<file path="src/rtl/alu_iter.sv">
// Execute-stage ALU: registered single-cycle ops, 32-cycle shift-add MUL with valid/ready backpressure.
// Define ALU_FAST_MUL_EN to replace the iterative MUL with a single-cycle combinational multiply.
module alu_iter #(
  parameter int WIDTH = 32
) (
  input  logic             clk_i,
  input  logic             rst_i,
  input  logic             valid_i,
  output logic             ready_o,
  input  logic             flush_i,
  input  logic [2:0]       ALUCtrl_i,
  input  logic [WIDTH-1:0] data1_i,
  input  logic [WIDTH-1:0] data2_i,
  output logic [WIDTH-1:0] data_o,
  output logic             zero_o,
  output logic             valid_o
);

  localparam logic [2:0] OP_AND = 3'b000;
  localparam logic [2:0] OP_XOR = 3'b001;
  localparam logic [2:0] OP_SLL = 3'b010;
  localparam logic [2:0] OP_OR  = 3'b011;
  localparam logic [2:0] OP_SRA = 3'b100;
  localparam logic [2:0] OP_MUL = 3'b101;
  localparam logic [2:0] OP_SUB = 3'b110;
  localparam logic [2:0] OP_ADD = 3'b111;

  logic [WIDTH-1:0] alu_res;
  logic [WIDTH-1:0] data_q, data_d;
  logic             zero_q, zero_d;
  logic             valid_q, valid_d;
  logic             accept;

  always_comb begin
    alu_res = '0;
    case (ALUCtrl_i)
      OP_AND: alu_res = data1_i & data2_i;
      OP_XOR: alu_res = data1_i ^ data2_i;
      OP_SLL: alu_res = data1_i << data2_i[4:0];
      OP_OR:  alu_res = data1_i | data2_i;
      OP_SRA: alu_res = $unsigned($signed(data1_i) >>> data2_i[4:0]);
`ifdef ALU_FAST_MUL_EN
      OP_MUL: alu_res = data1_i * data2_i;
`else
      OP_MUL: alu_res = '0;
`endif
      OP_SUB: alu_res = data1_i - data2_i;
      OP_ADD: alu_res = data1_i + data2_i;
      default: alu_res = '0;
    endcase
  end

  assign accept  = valid_i && ready_o && !flush_i;
  assign data_o  = data_q;
  assign zero_o  = zero_q;
  assign valid_o = valid_q;

`ifdef ALU_FAST_MUL_EN

  assign ready_o = 1'b1;

  always_comb begin
    data_d  = data_q;
    zero_d  = zero_q;
    valid_d = 1'b0;
    if (accept) begin
      data_d  = alu_res;
      zero_d  = (alu_res == '0);
      valid_d = 1'b1;
    end
  end

  always_ff @(posedge clk_i) begin
    if (rst_i) begin
      data_q  <= '0;
      zero_q  <= 1'b1;
      valid_q <= 1'b0;
    end else begin
      data_q  <= data_d;
      zero_q  <= zero_d;
      valid_q <= valid_d;
    end
  end

`else

  typedef enum logic {
    IDLE,
    MUL_BUSY
  } state_e;

  state_e           state_q, state_d;
  logic [WIDTH-1:0] mcand_q, mcand_d;
  logic [WIDTH-1:0] mplier_q, mplier_d;
  logic [WIDTH-1:0] acc_q, acc_d;
  logic [4:0]       cnt_q, cnt_d;
  logic [WIDTH-1:0] acc_sum;

  assign ready_o = (state_q == IDLE);
  assign acc_sum = acc_q + (mplier_q[0] ? mcand_q : '0);

  always_comb begin
    state_d  = state_q;
    mcand_d  = mcand_q;
    mplier_d = mplier_q;
    acc_d    = acc_q;
    cnt_d    = cnt_q;
    data_d   = data_q;
    zero_d   = zero_q;
    valid_d  = 1'b0;
    if (flush_i) begin
      state_d = IDLE;
      cnt_d   = '0;
    end else begin
      case (state_q)
        IDLE: begin
          if (accept) begin
            if (ALUCtrl_i == OP_MUL) begin
              mcand_d  = data1_i;
              mplier_d = data2_i;
              acc_d    = '0;
              cnt_d    = '0;
              state_d  = MUL_BUSY;
            end else begin
              data_d  = alu_res;
              zero_d  = (alu_res == '0);
              valid_d = 1'b1;
            end
          end
        end
        MUL_BUSY: begin
          // One multiplier bit per edge; the last edge publishes the sum directly.
          acc_d    = acc_sum;
          mcand_d  = mcand_q << 1;
          mplier_d = mplier_q >> 1;
          cnt_d    = cnt_q + 5'd1;
          if (cnt_q == 5'd31) begin
            data_d  = acc_sum;
            zero_d  = (acc_sum == '0);
            valid_d = 1'b1;
            state_d = IDLE;
          end
        end
        default: state_d = IDLE;
      endcase
    end
  end

  always_ff @(posedge clk_i) begin
    if (rst_i) begin
      state_q  <= IDLE;
      mcand_q  <= '0;
      mplier_q <= '0;
      acc_q    <= '0;
      cnt_q    <= '0;
      data_q   <= '0;
      zero_q   <= 1'b1;
      valid_q  <= 1'b0;
    end else begin
      state_q  <= state_d;
      mcand_q  <= mcand_d;
      mplier_q <= mplier_d;
      acc_q    <= acc_d;
      cnt_q    <= cnt_d;
      data_q   <= data_d;
      zero_q   <= zero_d;
      valid_q  <= valid_d;
    end
  end

`endif

endmodule

</file>
<file path="config.mk">
export PLATFORM = sky130hd
export DESIGN_NAME = alu_iter
export DESIGN_NICKNAME = d
export VERILOG_FILES = /design/src/rtl/alu_iter.sv
export SDC_FILE = /design/constraint.sdc
export NUM_CORES = 1
export LEC_CHECK = 0
export ABC_CLOCK_PERIOD_IN_PS = 5800
export BUFFER_PORTS_ARGS = -buffer_cell sky130_fd_sc_hd__buf_4
export CAP_MARGIN = 20
export CORE_UTILIZATION = 52
export DETAILED_ROUTE_END_ITERATION = 16
export PLACE_DENSITY_LB_ADDON = 0.12
export RECOVER_POWER = 100
export SKIP_LAST_GASP = 1
export SYNTH_ARGS = -nofsm -noshare
export SYNTH_HDL_FRONTEND = slang
export SYNTH_SLANG_ARGS = --single-unit
</file>
<file path="constraint.sdc">
create_clock -name clk_i -period 5.8 [get_ports clk_i]
set_input_delay 0 -clock clk_i [delete_from_list [all_inputs] [get_ports clk_i]]
set_output_delay 0 -clock clk_i [all_outputs]
set_load 0.01 [all_outputs]
</file>
==> metrics.yaml, run 1 <==
status:
  outcome: "finished with violations"
  violations: "capacitance limit, slew limit"
timing:
  fin_hold_ws_ns: 0.0179
  hold_viol: 0
  slew_viol_final: 78
  fin_tns_setup_ns: 0
  setup_viol: 0
  fmax_ghz: 0.186
  fin_crit_ns: 5.37
  rsz0062_at_grt: "no"
  finalCritPeriodShare_pct: 92.6
  fin_worst_skew_ns: 0.0322
  slew_headroom_pct: -32.0
  tightest_slew_ns: 1.98
  setup_slack_ns: 0.432
setup_path:
  crit_required_ns: 6.18
  critPathMaxStageDelay_ns: 0.62
  worstSetupEndpointType: "flip-flop"
  path_buf_inv: 2
  cp_slowest_cell: "nor4_1"
  crit_chain: "dlygate4sd3_1, clkbuf_1, nor4_1, nand4_1, or2_2, o31ai_1, xnor2_1, ha_1, a21oi_1, a21boi_0, o211ai_1, a31o_2, a31oi_1, mux2i_1, or4_1, a2111o_1, a2111oi_0, nand2_1, a31oi_1"
  critPathTopFamily: "compound AO/OA/AOI/OAI gates"
  arrival_ns: 5.75
  crit_top_cell: "a31oi_1"
  crit_type: "in -> reg"
  cp_max_fo: 5
  start_kind: "input port"
clock_tree:
  cts_tree: "yes"
  clockRootBuffer: "clkbuf_16"
  path_clk_slew_ns: 0.06
  cts_hold_buf: 48
  cts_setup_buffers: 0
  numCtsBuffers: 17
  clock-sinks: 136
  post_cts_resized: 0
  worstSkewPairLatency_ns: 0.48
  ctsHtreeMaxLevel: 4
  cts_buffer_depth: 2
synthesis:
  ys_async_sr_fraction_pct: 0
  synth_nets: 2240
  ys_ff_latch: 136
  yosysTopAreaCellShare_pct: 17.1
  synth_cell_types: 86
  syn_area_per_cell_um2: 7.85
  synthTopCellsByCount: "200 x nor2_1, 163 x nand2_1, 136 x dfxtp_1"
  ys.flop_type: "dfxtp_1"
  yosys.area.top_type: "dfxtp_1"
  synthTopCellsByArea: "dfxtp_1 17%, ha_1 11%, mux4_2 7.1%, mux2i_1 7.0%, nor2_1 4.7%"
  synthesis.area_um2: 16000
  synth.most_common_cell: "nor2_1"
  synth_cells: 2032
  ys_seq_area_share_pct: 17.1
  synth_edf_count: 0
  ys_warn_count: 0
drt:
  vias: 17600
  routed_wl_um: 70700
  drtIter0Drc: 2441
  firstDrtPassIters: 7
  drc: 0
  routedWlPerCell_um: 28.4
  viasPerCell: 7.05
  detail-route-antenna-nets: 0
placed_design:
  dp_hpwl_um: 52300
  gp_congestion: 1.12
  dpl_cell_area_um2: 16900
  io_buffers: 105
  pre_cts_ws_ns: 0.724
global_route:
  antenna_found_initial: 0
  first_global_vias: 16600
  grt_pass1_wl_um: 104000
  overflow: 0
  gr-usage-all-layers_pct: 45.0
  grt_max_degree: 79
floorplan:
  initial_core_util_pct: 53.4
  die_h_um: 177
  fp-row-count: 63
  die_area_um2: 31400
  coreArea_um2: 29900
  die_width_um: 177
  io_pins: 106
power:
  power.density_nw_per_um2: 190
  p_leak_uw: 0.00715
  ir_worst_vdd_mv: 0.228
layout:
  layout-drive-gt1-share_pct: 11.2
  nNetsFinal: 2293
  final_cell_area_um2: 17800
  syn_to_final_growth_pct: 11.7
worst_hold_path:
  hold_class: "in -> reg"
flow_run:
  maxCapViolCount: 3
[layout make-up]
class / count / area, um^2
timing repair buffer: 188 / 1400
inverter: 95 / 357
sequential: 136 / 2720
clock inverter: 13 / 135
antenna: 2 / 5.00
clock buffer: 19 / 454
tap: 390 / 488
fill: 2803 / 12100
multi-input combinational: 1647 / 12200
[worst register-to-register path: cells and delay by family (launching register included)]
family                 cells  cell delay [ns]
AND/OR/NAND/NOR            5             2.50
buffers and inverters      3             1.98
flip-flops                 1             0.49
AO/OA/AOI/OAI              1             0.26
[registers in the layout (all words and copies together), names as in the netlist]
signal / count
data_o: 32
zero_o: 1
mplier_q: 32
mcand_q: 32
state_q: 1
cnt_q: 5
acc_q: 32
valid_o: 1
[cell usage in the layout, fill, tap and decap left out, types with 57 or more instances in the layout]
cell type	instances
inv_1	93
a21oi_1	123
nor2_1	200
ha_1	135
buf_4	100
dfxtp_1	136
a211oi_1	96
o21ai_0	99
nand2_1	163
mux2i_1	112
xnor2_1	57
[power breakdown]
part	switching [uW]	internal [uW]	leakage [uW]	total [uW]
combinational	819	455	0.00577	1270
sequential	18.2	957	0.00110	975
clock	514	627	0.000287	1140
[per-stage QoR]
stage               power, uW  instances  utilization (%)
global route             3490       2488             59.6
detailed placement       2190       2408             56.6
CTS                      3350       2488             60.1
global placement         2180       2408             56.6
finish                   3390       2490             59.6
floorplan                1740       2032                -
[cell families after synthesis]
logic type	count (synthesis)	share of synthesized area, %
multiplexers	190	16.1
flip-flops	136	17.1
XOR/XNOR	80	4.39
AND/OR/NAND/NOR	617	18.3
AO/OA/AOI/OAI	623	27.0
buffers and inverters	249	6.33
adder cells (fa/ha/maj)	137	10.8
[per-layer routing]
metal / part of all wire, % / global-route usage (%) / vias to the layer above
met4: 6.6 / 27.2 / 0
met5: 0 / 0 / -
li1: - / - / 7729
met2: 44 / 71.2 / 1210
met1: 39 / 54.9 / 8344
met3: 11 / 10.9 / 283
[final timing paths]
check	start	endpoint	slack, ns	cells past startpoint
hold reg to reg	data_o[9]	data_o[9]	0.45	2
setup / recovery	data2_i[5]	zero_o	0.43	19
hold / removal	data1_i[28]	mcand_q[28]	0.02	3
setup reg to reg	state_q	acc_q[19]	0.49	9
Note: power is estimated with default switching activity, not from simulation.
==> inputs of run 2 (changes only) <==
CORE_UTILIZATION = 45   (was 52)
==> run 2 against run 1 <==
Effect of this change: the flow still finishes with violations (capacitance limit, slew limit); die area increased by 15%; highest routed layer unchanged; setup slack better by 0.085 ns; power shrank 1.4%; via count shrank 1.6%; sequential power is essentially flat; sequential share of layout area is essentially flat; critical path depth stayed put; count of clock-buffer cells in the layout increased by 1; fmax increased by 1.6%; cell area up 0.14%; wire length up 3.3%.
==> metrics.yaml, run 2 (synthesis gave the netlist of run 1 again) <==
status:
  outcome: "finished with violations"
  violations: "capacitance limit, slew limit"
setup_path:
  worstSetupEndpointType: "flip-flop"
  start_kind: "input port"
  critPathMaxStageDelay_ns: 0.62  # about the same
  arrival_ns: 5.65  # -0.10 ns
  path_buf_inv: 2  # unchanged
  cp_max_fo: 5  # unchanged
  crit_chain: "dlygate4sd3_1, buf_4, nor4_1, nand4_1, or2_2, o31ai_1, xnor2_1, ha_1, a21oi_1, a21boi_0, o211ai_1, a31o_1, a31oi_1, mux2i_1, or4_1, a2111o_1, a2111oi_2, nand2_1, a31oi_1"
  crit_top_cell: "a31oi_1"
  critPathTopFamily: "compound AO/OA/AOI/OAI gates"
  crit_required_ns: 6.17  # about the same
  crit_type: "in -> reg"
  cp_slowest_cell: "nor4_1"
power:
  p_leak_uw: 0.00712  # -0.45%
  power.density_nw_per_um2: 187  # -1.5%
  ir_worst_vdd_mv: 0.236  # +3.4%
global_route:
  grt_max_degree: 127  # +61%
  first_global_vias: 16200  # -2.1%
  grt_pass1_wl_um: 107000  # +2.9%
  antenna_found_initial: 2  # +2
  overflow: 0  # unchanged
  gr-usage-all-layers_pct: 40.1  # -4.8 points
timing:
  tightest_slew_ns: 2.04  # +0.0638 ns
  fmax_ghz: 0.189  # +1.6%
  fin_worst_skew_ns: 0.0185  # -0.0137 ns
  fin_tns_setup_ns: 0  # unchanged
  slew_viol_final: 99  # +27%
  setup_viol: 0  # unchanged
  finalCritPeriodShare_pct: 91.1  # -1.5 points
  fin_crit_ns: 5.28  # -0.0852 ns
  slew_headroom_pct: -36.2  # -4.3 points
  rsz0062_at_grt: "no"
  setup_slack_ns: 0.517  # +0.0852 ns
  hold_viol: 0  # unchanged
drt:
  drtIter0Drc: 1742  # -29%
  vias: 17300  # -1.6%
  firstDrtPassIters: 6  # -1
  drc: 0  # unchanged
  routed_wl_um: 73000  # +3.3%
  detail-route-antenna-nets: 0  # unchanged
  routedWlPerCell_um: 28.6  # +0.85%
  viasPerCell: 6.78  # -3.9%
placed_design:
  gp_congestion: 1.08  # -3.3%
  io_buffers: 105  # unchanged
  pre_cts_ws_ns: 0.556  # -0.167 ns
  dp_hpwl_um: 54600  # +4.4%
floorplan:
  coreArea_um2: 34700  # +16%
  die_area_um2: 36200  # +15%
  initial_core_util_pct: 46.0  # -7.4 points
  die_width_um: 190  # +7.4%
  io_pins: 106  # unchanged
  fp-row-count: 68  # +7.9%
  die_h_um: 190  # +7.4%
clock_tree:
  post_cts_resized: 0  # unchanged
  clock-sinks: 136  # unchanged
  worstSkewPairLatency_ns: 0.46  # -0.02 ns
  cts_tree: "yes"
  cts_buffer_depth: 2  # unchanged
  path_clk_slew_ns: 0.06  # about the same
  numCtsBuffers: 17  # unchanged
  cts_setup_buffers: 0  # unchanged
  clockRootBuffer: "clkbuf_16"
  cts_hold_buf: 40  # -17%
  ctsHtreeMaxLevel: 4  # unchanged
worst_hold_path:
  hold_class: "in -> reg"
flow_run:
  maxCapViolCount: 3  # unchanged
layout:
  layout_commonest_cell: "nor2_1"
  layout-drive-gt1-share_pct: 11.5  # +0.26 points
  syn_to_final_growth_pct: 11.8
  final_cell_mix: "199 x nor2_1, 163 x nand2_1, 136 x dfxtp_1"
  nNetsFinal: 2289  # -0.17%
## run 2: worst reg2reg max path: stages, from the launching register on
cell	delay [ns]
dfxtp_1	0.48
inv_1	0.15
clkbuf_1	1.47
o211ai_1	0.35
a21oi_2	0.24
clkbuf_1	1.25
o311ai_0	0.63
o211a_1	0.28
## run 2: path summary, 6_finish.rpt
check,start,end,slack [ns],cells after the start
min reg2reg,data_o[22],data_o[22],0.45,2
min,data1_i[23],mcand_q[23],0.02,3
max reg2reg,state_q,data_o[10],0.84,7
max,data2_i[5],zero_o,0.52,19
## run 2: where the power goes
group          leakage [uW]  internal [uW]  total (uW)  switching [uW]
sequential          0.00110            957         975            17.4
clock              0.000272            595        1090             492
combinational       0.00575            454        1280             827
total               0.00712           2010        3340            1340
## run 2: area by class of cell
cell class | count | area, um^2
Tap cell | 455 | 569
Multi-Input combinational cell | 1647 | 12300
Antenna cell | 1 | 2.50
Clock inverter | 12 | 104
Sequential cell | 136 | 2720
Clock buffer | 20 | 468
Inverter | 95 | 357
Timing Repair Buffer | 184 | 1350
Fill cell | 3433 | 16900
## run 2: stage by stage
stage	util (%)	power, uW	instances	hold WS, ns	cell area [um^2]
after floorplan	-	1740	2032	0.152	16000
after global placement	49.1	2210	2477	0.291	17000
after detailed placement	49.1	2210	2477	0.301	17000
after CTS	51.9	3320	2549	0.00354	18000
after global routing	51.4	3450	2550	0.0178	17800
final	51.4	3340	2550	0.0204	17800
## run 2: metal layers
layer  vias to the layer above  GRT usage [%]  part of all wire (%)
met1                      8352           50.7                    40
met5                         -              0                     0
met4                         0           21.4                   5.8
met2                      1020           63.9                    45
met3                       212           8.39                   9.6
li1                       7701              -                     -
